[config.mk]
export PLATFORM = sky130hd
export DESIGN_NAME = pipeline_hazard_ctrl
export DESIGN_NICKNAME = d
export VERILOG_FILES = /design/src/rtl/pipeline_hazard_ctrl.sv
export SDC_FILE = /design/constraint.sdc
export NUM_CORES = 1
export LEC_CHECK = 0
export ABC_AREA = 1
export BUFFER_PORTS_ARGS = -buffer_cell sky130_fd_sc_hd__buf_4
export CAP_MARGIN = 40
export CORE_ASPECT_RATIO = 0.9
export CORE_MARGIN = 2
export CORE_UTILIZATION = 35
export DETAILED_ROUTE_END_ITERATION = 10
export GPL_TIMING_DRIVEN = 0
export PLACE_DENSITY = 0.81
export SYNTH_ARGS = -nofsm -noshare
export SYNTH_HDL_FRONTEND = slang
export SYNTH_SLANG_ARGS = --single-unit
export TNS_END_PERCENT = 10
[constraint.sdc]
create_clock -name clk -period 1.6 [get_ports clk]
set_input_delay 0.32 -clock clk [delete_from_list [all_inputs] [get_ports clk]]
set_output_delay 0.32 -clock clk [all_outputs]
set_load 0.01 [all_outputs]
[src/rtl/pipeline_hazard_ctrl.sv]
// Hazard, stall/flush and forwarding control for the five-stage vector pipeline.
// Optional performance counters are built when HAZARD_PERF_EN is defined.
module pipeline_hazard_ctrl #(
    parameter int unsigned MEM_TIMEOUT = 64,
    parameter int unsigned CNT_W       = 32
) (
    input  logic             clk,
    input  logic             reset,
    input  logic [2:0]       RA1D,
    input  logic [2:0]       RA2D,
    input  logic [2:0]       RA1E,
    input  logic [2:0]       RA2E,
    input  logic [2:0]       WA3E,
    input  logic [2:0]       WA3M,
    input  logic [2:0]       WA3W,
    input  logic             MemtoRegE,
    input  logic             RegWriteM,
    input  logic             RegWriteW,
    input  logic             BranchTakenE,
    input  logic             MemReqM,
    input  logic             mem_ready,
    output logic [1:0]       ForwardAE,
    output logic [1:0]       ForwardBE,
    output logic             StallF,
    output logic             StallD,
    output logic             StallE,
    output logic             StallM,
    output logic             FlushD,
    output logic             FlushE,
    output logic             FlushW,
    output logic             mem_error,
    output logic [CNT_W-1:0] stall_cycles,
    output logic [CNT_W-1:0] flush_count
);

    localparam int unsigned WCNT_W = $clog2(MEM_TIMEOUT);

    typedef enum logic [1:0] {
        IDLE     = 2'd0,
        MEM_WAIT = 2'd1,
        ERROR    = 2'd2
    } state_e;

    state_e            state_q, state_d;
    logic [WCNT_W-1:0] wait_cnt_q, wait_cnt_d;
    logic              mem_error_q, mem_error_d;
    logic              ld_stall;
    logic              mem_stall;

    // Execute-stage operand forwarding; M has priority over W.
    always_comb begin
        ForwardAE = 2'b00;
        if (RegWriteM && (WA3M == RA1E)) begin
            ForwardAE = 2'b10;
        end else if (RegWriteW && (WA3W == RA1E)) begin
            ForwardAE = 2'b01;
        end
    end

    always_comb begin
        ForwardBE = 2'b00;
        if (RegWriteM && (WA3M == RA2E)) begin
            ForwardBE = 2'b10;
        end else if (RegWriteW && (WA3W == RA2E)) begin
            ForwardBE = 2'b01;
        end
    end

    assign ld_stall  = MemtoRegE && ((WA3E == RA1D) || (WA3E == RA2D));
    assign mem_stall = ((state_q == IDLE) || (state_q == MEM_WAIT)) && MemReqM && !mem_ready;

    always_ff @(posedge clk or negedge reset) begin
        if (!reset) begin
            state_q     <= IDLE;
            wait_cnt_q  <= '0;
            mem_error_q <= 1'b0;
        end else begin
            state_q     <= state_d;
            wait_cnt_q  <= wait_cnt_d;
            mem_error_q <= mem_error_d;
        end
    end

    // Next state and wait counter; ERROR only leaves through reset.
    always_comb begin
        state_d    = state_q;
        wait_cnt_d = '0;
        if (mem_stall) begin
            wait_cnt_d = wait_cnt_q + WCNT_W'(1);
        end
        case (state_q)
            IDLE: begin
                if (mem_stall) begin
                    state_d = MEM_WAIT;
                end
            end
            MEM_WAIT: begin
                if (mem_stall && (wait_cnt_q == WCNT_W'(MEM_TIMEOUT - 1))) begin
                    state_d = ERROR;
                end else if (!mem_stall) begin
                    state_d = IDLE;
                end
            end
            ERROR:   state_d = ERROR;
            default: state_d = IDLE;
        endcase
        mem_error_d = (state_d == ERROR);
    end

    // Mealy stall/flush outputs in priority order.
    always_comb begin
        StallF = 1'b0;
        StallD = 1'b0;
        StallE = 1'b0;
        StallM = 1'b0;
        FlushD = 1'b0;
        FlushE = 1'b0;
        FlushW = 1'b0;
        if (state_q == ERROR) begin
            StallF = 1'b1;
            StallD = 1'b1;
            StallE = 1'b1;
            StallM = 1'b1;
        end else if (mem_stall) begin
            StallF = 1'b1;
            StallD = 1'b1;
            StallE = 1'b1;
            StallM = 1'b1;
            FlushW = 1'b1;
        end else if (BranchTakenE) begin
            FlushD = 1'b1;
            FlushE = 1'b1;
        end else if (ld_stall) begin
            StallF = 1'b1;
            StallD = 1'b1;
            FlushE = 1'b1;
        end
    end

    assign mem_error = mem_error_q;

`ifdef HAZARD_PERF_EN
    logic [CNT_W-1:0] stall_cycles_q, stall_cycles_d;
    logic [CNT_W-1:0] flush_count_q, flush_count_d;

    always_ff @(posedge clk or negedge reset) begin
        if (!reset) begin
            stall_cycles_q <= '0;
            flush_count_q  <= '0;
        end else begin
            stall_cycles_q <= stall_cycles_d;
            flush_count_q  <= flush_count_d;
        end
    end

    // Saturating event counters.
    always_comb begin
        stall_cycles_d = stall_cycles_q;
        flush_count_d  = flush_count_q;
        if (StallF && !(&stall_cycles_q)) begin
            stall_cycles_d = stall_cycles_q + CNT_W'(1);
        end
        if (FlushE && !(&flush_count_q)) begin
            flush_count_d = flush_count_q + CNT_W'(1);
        end
    end

    assign stall_cycles = stall_cycles_q;
    assign flush_count  = flush_count_q;
`else
    assign stall_cycles = '0;
    assign flush_count  = '0;
`endif

endmodule

==> results of run 1 <==
==> through the flow <==
step / power [mW] / cells
2_1_floorplan: 0.6337 / 235
3_3_place_gp: 0.8129 / 319
3_5_place_dp: 0.8185 / 319
4_1_cts: 1.098 / 324
5_1_grt: 1.211 / 327
6_report: 1.128 / 327
==> layout make-up <==
| type | instances | area [um^2] | area share |
|---|---|---|---|
| Sequential cell | 9 | 225.2 | 0.1192 |
| Multi-Input combinational cell | 136 | 643.1 | 0.3404 |
| Clock inverter | 1 | 5.005 | 0.002649 |
| Buffer | 66 | 495.5 | 0.2623 |
| Clock buffer | 3 | 41.29 | 0.02185 |
| Inverter | 24 | 91.34 | 0.04834 |
| Timing Repair Buffer | 44 | 332.8 | 0.1762 |
| Tap cell | 44 | 55.05 | 0.02914 |
==> registers in the layout, summed over array words and instances (netlist names) <==
signal	flops
mem_error	1
wait_cnt_q	6
state_q	2
==> power by group <==
group / switching (mW) / total, mW / leakage [nW] / internal, mW
Sequential: 0.0148 / 0.267 / 0.121 / 0.252
Clock: 0.0936 / 0.264 / 0.0255 / 0.170
Combinational: 0.275 / 0.597 / 1.06 / 0.322
Total: 0.383 / 1.13 / 1.21 / 0.744
==> cells by family (layout without fill, tap and decap cells) <==
logic type                 after synthesis  in the layout  share of synthesized area
AOI/OAI and AO/OA                       11             11                    0.05382
xor gates and xnor gates                 7              7                    0.05073
adders and majority gates                1              1                    0.01035
buffers and inverters                   90            138                     0.4855
DFF                                      9              9                     0.1863
other                                    1             64                   0.003103
and+or+nand+nor                         53             53                     0.2101
==> layer usage <==
metal,GRT usage,wire [um]
met2,0.2338,1238
met4,0.03499,26
met5,0,0
met1,0.1116,795
met3,0.04896,341
==> synth_stat cells <==
cell type / number
xor2_1: 1
a31oi_2: 1
ha_1: 1
clkinv_1: 1
buf_4: 66
inv_1: 21
xnor2_1: 6
clkinv_2: 1
nand4_1: 3
a21oi_1: 3
nand3_1: 8
conb_1: 1
nor3_1: 1
o22ai_1: 2
dfrtp_1: 9
o21ai_1: 2
inv_2: 1
o21ai_0: 3
nand4_2: 1
nor2_2: 2
nand2_1: 26
nand2_2: 1
nor3_2: 2
nor2_1: 8
nand2_4: 1
==> repair_timing <==
item                                   CTS  global route
endpoints found under the hold margin    9             0
pin swaps                                1             2
gates resized for setup                  1             1
setup buffers                            0             3
setup endpoints to repair                1             1
hold buffers                             1             0
==> how the worst min path moves through the flow <==
stage	startpoint	to	depth (start not counted)
6_report	reset	wait_cnt_q[3]	2
5_1_grt	reset	wait_cnt_q[1]	2
4_1_cts	mem_ready	wait_cnt_q[1]	4
3_5_place_dp	reset	wait_cnt_q[3]	1
3_3_place_gp	reset	wait_cnt_q[3]	1
2_1_floorplan	reset	mem_error	0
==> qor.txt, run 1 <==
Final-report hold violation count = 0
Pwr/cell area = 596.8 nW/um^2
Leading area contributor after synthesis = buf_4
# port buffers = 40
Final worst slack = 68.65 ps
Sequential-to-total area share from yosys stat = 0.1863
FP Rows = 20
Critical Path Start = state_q[1]
Worst vdd ir = 0.7242 mV
Distinct cells, synth = 25
Die W = 65.95 um
DRC viols = 0
DRT Wirelength = 2402 um
DIE HEIGHT = 59.75 um
CP delay by family, top = flip-flops
MaxCap Viol Count = 0
Grt ovf = 0
First-pass GRT wire length = 3622 um
Initial Util = 0.3604
Diode count = 0
CP Capture Type = primary output
Worst-path cell with the longest stage delay = dfrtp_1
CP max FO = 5
Vias in the first global route = 916
Clock sinks = 9
Status = finished, final reports clean
R2r startpoint = wait_cnt_q[0]
Top Ports = 105
Vias per std cell = 3.495
TritonCTS clock tree = built
TNS Setup = 0 ps
Clock Latency Late Sink = 230 ps
DRT Pass-1 Iters = 4
Worst path most repeated cell = nand2_4
Pins Over Slew Limit = 0
Crit path time final = 1531 ps
# fillers = 334
R2R setup slack = 350 ps
Worst setup SP type = register
CP Class = reg -> out
Number of buffers created by CTS = 3
Wire per inst = 7.346 um
Root Buffer = clkbuf_8
Leak pwr = 1.206 nW
FMAX = 653.0 MHz
CTS max path bufs = 2
Final setup vio count = 0
Number of synthesis warnings = 0
Initial antenna violation count = 0
Mapped Cells = 172
Hold crit path type = in -> async
Levels on crit path = 7
Pin count of the biggest net entering global routing = 10
Via Count = 1143
Critical path, cell by cell = nor2_2, nand2_4, nand2_4, inv_2, nand3_2, o21ai_1, buf_4
Clock slew at reported path FFs = 40 ps
Tot GR Track Use = 0.1184
Layout area overhead = 56.31%
Final Cycle Share = 0.9571
Worst Skew = 0.3883 ps
Design area = 1889 um^2
Initial DRC Count = 21
Mapped Avg Cell Area = 7.027 um^2
Detail Route Antenna Nets = 0
Core area = 3353 um^2
Worst hold margin = 453.1 ps
Most frequent cells in the layout = buf_4, conb_1, nand2_1, inv_1, dfrtp_1
Cell Area, Synth = 1209 um^2
Die area = 3940 um^2
Yosys reg bits = 9
Critical Path AT = 1210 ps
Reg2Reg Depth = 5
Layout cells sized above 1 = 0.4382
GP Congestion = 0.7757
Reg2reg end = mem_error
Setup crit end = FlushE
Worst Path Buf+Inv = 2
Detail Placement HPWL = 2109 um
Top cells by area, synth = buf_4, dfrtp_1, nand2_1
Number of nets in the layout = 314
Max stage delay on crit path = 380 ps
Most common cell after layout, fill and taps aside = buf_4
Yosys top cell area share = 0.4099
Fin util = 0.5634
Req. time, crit path = 1280 ps
Placed cell areas = 1800 um^2
H-tree lvl count = 1
Placement Setup Slack = 131.0 ps
(Power assumes the default switching activity.)
==> run 2, diff against run 1 <==
--- a/config.mk
+++ b/config.mk
@@ -5,15 +5,14 @@
 export SDC_FILE = /design/constraint.sdc
 export NUM_CORES = 1
 export LEC_CHECK = 0
-export ABC_AREA = 1
 export BUFFER_PORTS_ARGS = -buffer_cell sky130_fd_sc_hd__buf_4
 export CAP_MARGIN = 40
-export CORE_ASPECT_RATIO = 0.9
+export CORE_ASPECT_RATIO = 2
 export CORE_MARGIN = 2
 export CORE_UTILIZATION = 35
 export DETAILED_ROUTE_END_ITERATION = 10
 export GPL_TIMING_DRIVEN = 0
-export PLACE_DENSITY = 0.81
+export PLACE_DENSITY = 0.83
 export SYNTH_ARGS = -nofsm -noshare
 export SYNTH_HDL_FRONTEND = slang
 export SYNTH_SLANG_ARGS = --single-unit
==> constraint.sdc (replaced) <==
create_clock -name clk -period 1.8 [get_ports clk]
set_input_delay 0.36 -clock clk [delete_from_list [all_inputs] [get_ports clk]]
set_output_delay 0.36 -clock clk [all_outputs]
set_load 0.01 [all_outputs]
==> run 2 against run 1 <==
Effect of this change: first-iteration DRC count shrank 76%; critical path depth fell by 1; combinational power down 43%; clock-buffer cell count increased by 1; synthesized area decreased by 8.2%.
==> qor.txt, run 2 <==
Top post-synthesis cells by count = buf_4, xnor2_1, nor2_1, dfrtp_1, xor2_1
Critical path, cell by cell = buf_4, xnor2_1, and4_1, a41oi_1, a21oi_1, buf_4
DRT Pass-1 Iters = 2 (-2)
Cell Area, Synth = 1110 um^2 (-8.2%)
Vias per std cell = 3.533 (+1.1%)
Most common cell in the netlist = buf_4
Vias in the first global route = 864 (-5.7%)
Worst setup SP type = input port
CP max FO = 2 (-3)
CP Class = in -> out
Clock Latency Late Sink = 230 ps (about the same)
Worst Skew = 0.2175 ps (-0.1708 ps)
Worst-path cell with the longest stage delay = a41oi_1
CP Capture Type = primary output
Pin count of the biggest net entering global routing = 10 (unchanged)
Final Cycle Share = 0.9703
Most frequent cells in the layout = buf_4, conb_1, xnor2_1, nor2_1, dfrtp_1
Critical Path AT = 1390 ps (+180 ps)
TNS Setup = 0 ps (unchanged)
Req. time, crit path = 1440 ps (+160 ps)
Worst vdd ir = 0.3412 mV (-53%)
GP Congestion = 0.7424 (-4.3%)
Leak pwr = 1.055 nW (-12%)
First-pass GRT wire length = 3795 um (+4.8%)
Yosys top cell area share = 0.4464 (+0.03651)
TritonCTS clock tree = built
Ys flop type = dfrtp_1
CTS max path bufs = 2 (unchanged)
Final setup vio count = 0 (unchanged)
FP Rows = 29 (+45%)
Tot GR Track Use = 0.1293 (+0.01090)
Mux cell area share after synthesis = 0 (unchanged)
Die W = 43.82 um (-34%)
Core area = 3084 um^2 (-8.0%)
Distinct cells, synth = 21 (-16%)
Pwr/cell area = 439.5 nW/um^2 (-26%)
Detail Route Antenna Nets = 0 (unchanged)
WHS Path Cells = 1
Mapped Cells = 133 (-23%)
Detail Placement HPWL = 2085 um (-1.2%)
Wire per inst = 8.724 um (+19%)
R2R setup slack = 490 ps (+140 ps)
DIE HEIGHT = 83.64 um (+40%)
Top cells by area, synth = buf_4, dfrtp_1, xnor2_1
Final worst slack = 53.39 ps (-15.25 ps)
Initial Util = 0.3598 (-0.0006101)
Most common cell after layout, fill and taps aside = buf_4
Grt ovf = 0 (unchanged)
XOR/XNOR share of the synthesized area = 0.1736 (+0.1229)
Post-synthesis simple-gate area fraction = 0.1127 (-0.09741)
FMAX = 572.5 MHz
Pins Over Slew Limit = 0 (unchanged)
Sequential-to-total area share from yosys stat = 0.2029 (+0.01660)
Clock slew at reported path FFs = 40 ps (about the same)
Status = finished, final reports clean
Worst hold margin = 458.5 ps (+5.375 ps)
Final-report hold violation count = 0 (unchanged)
Initial antenna violation count = 0 (unchanged)
Largest family of logic cells by synthesized area = buffers and inverters
Ys async rst share = 1.000 (unchanged)
Reg2Reg Depth = 3 (-2)
Root Buffer = clkbuf_8
Crit path time final = 1747 ps
Top reg by flops = wait_cnt_q
Hold path startpoint = wait_cnt_q[0]
Leading area contributor after synthesis = buf_4
# port buffers = 40 (unchanged)
Clock sinks = 9 (unchanged)
Max stage delay on crit path = 310 ps (-70 ps)
DRT Wirelength = 2373 um (-1.2%)
Mapped Avg Cell Area = 8.344 um^2 (+19%)
H-tree lvl count = 1 (unchanged)
Placement Setup Slack = -92.10 ps (-223.1 ps)
Yosys reg bits = 9 (unchanged)
DRC viols = 0 (unchanged)
Max reg flops = 6 (unchanged)
Post-synthesis compound-gate area fraction = 0.03269 (-0.02114)
Layout area overhead = 59.08%
Number of buffers created by CTS = 3 (unchanged)
MaxCap Viol Count = 0 (unchanged)
Reg2reg end = state_q[1]
R2r startpoint = state_q[1]
Initial DRC Count = 5 (-76%)
EDFF count, synth = 0 (unchanged)
Hold crit path type = reg -> reg
Die area = 3664 um^2 (-7.0%)
Tot Pwr = 776.0 uW (-31%)
Top Ports = 105 (unchanged)
Layout cells sized above 1 = 0.4730 (+0.03487)
Number of nets in the layout = 272 (-13%)
Number of synthesis warnings = 0 (unchanged)
Adder-Cell Fraction of Synth Area = 0.01127 (+0.0009220)
Via Count = 961 (-16%)
Diode count = 0 (unchanged)
Worst path most repeated cell = buf_4
Worst Hold End = wait_cnt_q[0]
run 2: what timing repair did:
| action | CTS | global route |
|---|---|---|
| pin swaps | 1 | 1 |
| setup endpoints to repair | 5 | 4 |
| hold endpoints to repair | 9 | 0 |
| gates resized for setup | 3 | 4 |
| hold buffers | 1 | 0 |
| buffers inserted | 1 | 1 |
run 2: kinds of logic (layout without fill, tap and decap cells):
group | count (synthesis) | count (layout)
buffers and inverters | 69 | 114
AND/OR/NAND/NOR | 26 | 26
XOR/XNOR | 22 | 22
flip-flops | 9 | 9
AO/OA/AOI/OAI | 5 | 5
adder cells (fa/ha/maj) | 1 | 1
other | 1 | 64
run 2: per-layer routing:
metal	GRT usage	vias to the layer above	routed length [um]
li1	-	503	-
met1	0.1457	394	742
met2	0.2273	64	1220
met3	0.03680	0	410
met4	0.03306	0	0
met5	0	-	0
run 2: final cells by class:
type | count | area, um^2
repair buffers | 43 | 332.8
multi-input cells | 118 | 628.1
inverters | 2 | 7.507
flip-flops and latches | 9 | 225.2
fillers | 283 | 1319
plain buffers | 65 | 488.0
well taps | 31 | 38.79
clock buffers | 4 | 45.04
run 2: worst max-delay path by stage:
| stage | start | end | slack [ps] |
|---|---|---|---|
| 2_1_floorplan | state_q[1] | StallF | 40 |
| 3_3_place_gp | mem_ready | StallF | -60 |
| 3_5_place_dp | mem_ready | StallF | -90 |
| 4_1_cts | state_q[1] | FlushW | 20 |
| 5_1_grt | WA3E[1] | FlushE | -5 |
| 6_report | WA3E[1] | FlushE | 50 |
run 2: through the flow:
stage / instances / util / area (um^2)
after global placement: 267 / 0.5465 / 1685
after detailed placement: 267 / 0.5465 / 1685
after global routing: 272 / 0.5724 / 1765
after CTS: 272 / 0.5704 / 1759
final: 272 / 0.5724 / 1765
after floorplan: 196 / - / 1346
run 2: critical path: cells and delay by family:
family	cells	cell delay [ps]
compound gates	2	440
simple gates	1	190
buf+inv	2	280
xor+xnor	1	110
run 2: report_power, final:
group / internal [mW] / switching, mW
Clock: 0.154 / 0.0736
Sequential: 0.207 / 0.00204
Combinational: 0.191 / 0.149
Total: 0.552 / 0.224
